==> src/rtl/shift_pipe.sv <==
// rtl/shift_pipe.sv - pipelined SLL/SRL/SRA/ROR shifter with valid/ready and tag passthrough

module shift_pipe #(
  parameter int XLEN        = 32,
  parameter int PIPE_STAGES = 2,
  parameter bit ROT_EN      = 1'b1,
  parameter int TAG_W       = 4
) (
  input  logic                     clk,
  input  logic                     rst,
  input  logic                     flush,
  input  logic                     in_valid,
  output logic                     in_ready,
  input  logic [XLEN-1:0]          in_data,
  input  logic [$clog2(XLEN)-1:0]  in_amt,
  input  logic [1:0]               in_fn,
  input  logic [TAG_W-1:0]         in_tag,
  output logic                     out_valid,
  input  logic                     out_ready,
  output logic [XLEN-1:0]          out_data,
  output logic [TAG_W-1:0]         out_tag
);

  localparam int L = $clog2(XLEN);
  localparam int S = PIPE_STAGES;

  localparam logic [1:0] FN_SLL = 2'b00;
  localparam logic [1:0] FN_SRL = 2'b01;
  localparam logic [1:0] FN_ROR = 2'b10;
  localparam logic [1:0] FN_SRA = 2'b11;

  // Stage registers; index s holds the result of stage s.
  logic [S-1:0]     r_v;
  logic [XLEN-1:0]  r_d   [S];
  logic [L-1:0]     r_a   [S];
  logic [1:0]       r_f   [S];
  logic             r_sg  [S];
  logic [TAG_W-1:0] r_t   [S];

  // Inputs seen by each stage (request for stage 0, previous register otherwise).
  logic [S-1:0]     src_v;
  logic [XLEN-1:0]  src_d  [S];
  logic [L-1:0]     src_a  [S];
  logic [1:0]       src_f  [S];
  logic             src_sg [S];
  logic [TAG_W-1:0] src_t  [S];

  // Combinational result of each stage's shift levels.
  logic [XLEN-1:0]  nd [S];

  logic advance;

  // Global stall: the whole pipe moves whenever the output slot is free or being drained.
  assign advance   = !r_v[S-1] || out_ready;
  assign in_ready  = advance;
  assign out_valid = r_v[S-1];
  assign out_data  = r_d[S-1];
  assign out_tag   = r_t[S-1];

  // One shift level of 2^k positions. SRA fills from the original sign, not the partial MSB.
  function automatic logic [XLEN-1:0] shift_level(
    input logic [XLEN-1:0] x,
    input logic            en,
    input int              k,
    input logic [1:0]      fn,
    input logic            sgn
  );
    logic [XLEN-1:0] r;
    logic [XLEN-1:0] fill;
    int              sh;
    sh   = 1 << k;
    fill = sgn ? ~({XLEN{1'b1}} >> sh) : '0;
    r    = x;
    if (fn == FN_ROR && !ROT_EN) begin
      // Rotate disabled: the result is forced to zero regardless of amount.
      r = '0;
    end else if (en) begin
      case (fn)
        FN_SLL:  r = x << sh;
        FN_SRL:  r = x >> sh;
        FN_SRA:  r = (x >> sh) | fill;
        default: r = (x >> sh) | (x << (XLEN - sh));
      endcase
    end
    return r;
  endfunction

  // Apply all levels mapped to stage s; level i uses amount bit L-1-i (MSB first).
  function automatic logic [XLEN-1:0] stage_eval(
    input int              s,
    input logic [XLEN-1:0] x,
    input logic [L-1:0]    amt,
    input logic [1:0]      fn,
    input logic            sgn
  );
    logic [XLEN-1:0] r;
    r = x;
    for (int i = 0; i < L; i++) begin
      if ((i * S) / L == s) begin
        r = shift_level(r, amt[L-1-i], L - 1 - i, fn, sgn);
      end
    end
    return r;
  endfunction

  // Route the request into stage 0 and each register into the following stage.
  always_comb begin
    src_v[0]  = in_valid;
    src_d[0]  = in_data;
    src_a[0]  = in_amt;
    src_f[0]  = in_fn;
    src_sg[0] = in_data[XLEN-1];
    src_t[0]  = in_tag;
    for (int s = 1; s < S; s++) begin
      src_v[s]  = r_v[s-1];
      src_d[s]  = r_d[s-1];
      src_a[s]  = r_a[s-1];
      src_f[s]  = r_f[s-1];
      src_sg[s] = r_sg[s-1];
      src_t[s]  = r_t[s-1];
    end
  end

  // Shift-level datapath for every stage.
  always_comb begin
    for (int s = 0; s < S; s++) begin
      nd[s] = stage_eval(s, src_d[s], src_a[s], src_f[s], src_sg[s]);
    end
  end

  // Pipeline registers: reset clears everything, flush kills valids, otherwise shift on advance.
  always_ff @(posedge clk or posedge rst) begin
    if (rst) begin
      r_v <= '0;
      for (int s = 0; s < S; s++) begin
        r_d[s]  <= '0;
        r_a[s]  <= '0;
        r_f[s]  <= '0;
        r_sg[s] <= 1'b0;
        r_t[s]  <= '0;
      end
    end else if (flush) begin
      r_v <= '0;
    end else if (advance) begin
      r_v <= src_v;
      for (int s = 0; s < S; s++) begin
        r_d[s]  <= nd[s];
        r_a[s]  <= src_a[s];
        r_f[s]  <= src_f[s];
        r_sg[s] <= src_sg[s];
        r_t[s]  <= src_t[s];
      end
    end
  end

endmodule
==> config.mk <==
export PLATFORM = sky130hd
export DESIGN_NAME = shift_pipe
export DESIGN_NICKNAME = d
export VERILOG_FILES = /design/src/rtl/shift_pipe.sv
export SDC_FILE = /design/constraint.sdc
export NUM_CORES = 1
export LEC_CHECK = 0
export ABC_AREA = 1
export BUFFER_PORTS_ARGS = -buffer_cell sky130_fd_sc_hd__buf_2
export CORE_MARGIN = 3
export CORE_UTILIZATION = 30
export DETAILED_ROUTE_END_ITERATION = 12
export PLACE_DENSITY = 0.46
export RECOVER_POWER = 50
export SLEW_MARGIN = 20
export SYNTH_ARGS = -nofsm -noshare
export SYNTH_HDL_FRONTEND = slang
export SYNTH_SLANG_ARGS = --single-unit
==> constraint.sdc <==
create_clock -name clk -period 2.7 [get_ports clk]
set_input_delay 0.675 -clock clk [delete_from_list [all_inputs] [get_ports clk]]
set_output_delay 0.675 -clock clk [all_outputs]
set_load 0.005 [all_outputs]
==> metrics.md <==
| Metric | Value |
|---|---|
| Critical Path End | `r_d[39]` |
| Gpl congestion | `0.886` |
| Via Count | `6,627` |
| CTS root buffer | `clkbuf_16` |
| Synth Net Count | `1,065` |
| Share of cells above drive strength 1 | `15.9%` |
| Initial DRC count | `582` |
| Required @ worst endpoint | `2970 ps` |
| #FFs+latches synth | `79` |
| # rows | `52` |
| GRT overflow | `0` |
| Status | `complete, but fails checks` |
| Routed Antenna Nets | `0` |
| Tcrit/Tclk final | `76.1%` |
| Final Hold Vio Count | `0` |
| Number of global-route vias before repair | `6,263` |
| Clk buf depth | `2` |
| Synth async-reset ratio | `100%` |
| Setup TNS | `0 ps` |
| WL/cell | `15.9 um` |
| Initial antenna violation count | `0` |
| GRT Total Usage | `17.9%` |
| CTS tree | `yes` |
| Reg2reg start | `r_f[2]` |
| Core ar. | `20,600 um2` |
| Sequential area share after synthesis | `31.0%` |
| Number of H-tree levels | `3` |
| Initial Utilization | `31.1%` |
| Maximum Capacitance Violations | `1` |
| Main synth FF type | `dfrtp_1` |
| Final setup viols | `0` |
| DRT Pass-1 Iters | `5` |
| Top-Level Pins | `86` |
| Worst r2r dst | `out_data[28]` |
| Worst EP arrival | `2320 ps` |
| RSZ-0062 raised after global routing | `no` |
| Most frequent cells in the layout | `nand2_1, nor2_1, nand3_1` |
| M1 GR Usage | `26.5%` |
| DP HPWL | `15.8 mm` |
| Design Area, Final | `7080 um2` |
| Worst vdd rail ir drop | `0.227 mV` |
| Die W | `152 um` |
| Post-synthesis cell type count | `33` |
| Fillers | `2,387` |
| Fin nets | `1,084` |
| GR met2 Demand/Resource | `27.0%` |
| Power Dens Cells | `615 nW/um2` |
| Rel. slew slack | `-25.5%` |
| Detailed Route WL | `20.8 mm` |
| F_max | `486 MHz` |
| Crit Path Category | `in -> reg` |
| Min Clock Period, post-route | `2060 ps` |
| Later-pin clock latency in the skew report | `340 ps` |
| Pleak | `3.38 nW` |
| Failing checks | `capacitance limit, slew limit` |
| Clock Sinks | `79` |
| Layout Skew | `8.73 ps` |
| CP Launch Type | `input pin` |
| Commonest non-fill, non-tap cell in the layout | `nand2_1` |
| Antenna diode count | `0` |
| R2R setup slack | `930 ps` |
| Final core utilization | `34.4%` |
| Die H | `152 um` |
| Largest net degree at the start of global routing | `117` |
| First-pass GRT wire length | `34.3 mm` |
| Cells after Synth | `1,017` |
| Met3 usage | `2.45%` |
| Worst Setup SP | `in_fn[1]` |
| Post-synth EDFFs | `0` |
| # resized after CTS | `0` |
| Mapped Area | `6390 um2` |
| Synth warnings | `0` |
| Final Max Tran Viols | `42` |
| TritonCTS buffer count | `9` |
| Synthesized area per cell | `6.28 um2` |
| Port-buffer cells | `85` |
| Die area | `23,100 um2` |
| CP Capture Type | `flop` |
| Clock-pin transition on the worst setup and hold timing paths | `60 ps` |
| Worst Hold Class | `reg -> reg` |
| Post-CTS Hold Buffers | `0` |
| Measured slew at the worst slew-check pin | `1870 ps` |
| Placed Area | `6750 um2` |
| Area growth syn-to-layout | `10.8%` |
| GRT Max-Usage Layer | `met2` |
| DR DRC count | `0` |
| Postcts setup bufs | `0` |
| Vias per inst | `5.05` |
| Worst reg2reg path depth | `8` |
| Crit Path Max Fanout | `14` |
## synth_stat cells, types with 24 or more instances
master    number  share of area [%]
nand2_1      293                 17
a21oi_1       46                3.6
o22ai_1       24                2.4
clkbuf_1      24                1.4
buf_2         27                2.1
nand3_1      122                9.6
buf_4         43                5.1
inv_1         36                2.1
o21ai_1       41                3.2
dfrtp_1       79                 31
o21ai_0       55                4.3
nor2_1       142                8.3
## sequential cells by signal, indices dropped and copies added (netlist names)
register	cells
r_f	2
r_v	2
out_data	32
out_tag	4
r_d	32
r_sg	1
r_t	4
r_a	2
## power by group
group	total (W)	internal [W]	switching, W
logic	0.00137	0.000496	0.000878
registers	0.00157	0.00140	0.000166
clock network	0.00141	0.000906	0.000503
total	0.00435	0.00280	0.00155
## metrics by stage
step / hold WS (ps) / total power [W] / worst slack (ps) / cells
floorplan: 442 / 0.00266 / 1.62 / 1017
global placement: 452 / 0.00297 / 355 / 1295
detailed placement: 454 / 0.00298 / 310 / 1295
CTS: 454 / 0.00442 / 661 / 1311
global route: 502 / 0.00467 / 447 / 1311
finish: 464 / 0.00435 / 644 / 1311
## area by class of cell
cell class                 instances  area [um2]  share of cell area (%)
clock buffer                       9         225                    3.18
clock inverter                     7         121                    1.71
inverter                          45         170                    2.40
multi-input combinational        793        3620                    51.1
sequential                        79        1980                    27.9
tap                              270         338                    4.77
timing repair buffer             108         629                    8.89
## worst min path at each step
stage               start    endpoint  slack [ps]  cells after the start
4_1_cts               rst  out_tag[3]         450                      2
2_1_floorplan      r_t[4]      r_t[4]         440                      2
6_report       out_tag[3]  out_tag[3]         460                      2
5_1_grt        out_tag[3]  out_tag[3]         500                      2
3_5_place_dp   out_tag[3]  out_tag[3]         450                      2
3_3_place_gp   out_tag[3]  out_tag[3]         450                      2
## kinds of logic (layout without fill, tap and decap cells)
logic type             after synthesis  count (layout)  share of synthesized area (%)
AND/OR/NAND/NOR                    604             604                           40.7
flip-flops                          79              79                           31.0
buffers and inverters              145             169                           12.3
AO/OA/AOI/OAI                      189             189                           16.1
## critical path: stages
cell and delay, ps:
buf_2 220, inv_2 110, nand2_2 120, nor2_1 770
nand3_1 160, nand2_1 90, a21oi_1 50, a21oi_1 130
## routing by layer
| metal | vias up | share of wire (%) | wire length [um] |
|---|---|---|---|
| met5 | - | 0 | 0 |
| met4 | 0 | 2.4 | 501 |
| met3 | 31 | 4.2 | 883 |
| met2 | 188 | 44 | 9130 |
| met1 | 3039 | 49 | 10300 |
| li1 | 3369 | - | - |
Power figures use the tool's default switching activity.
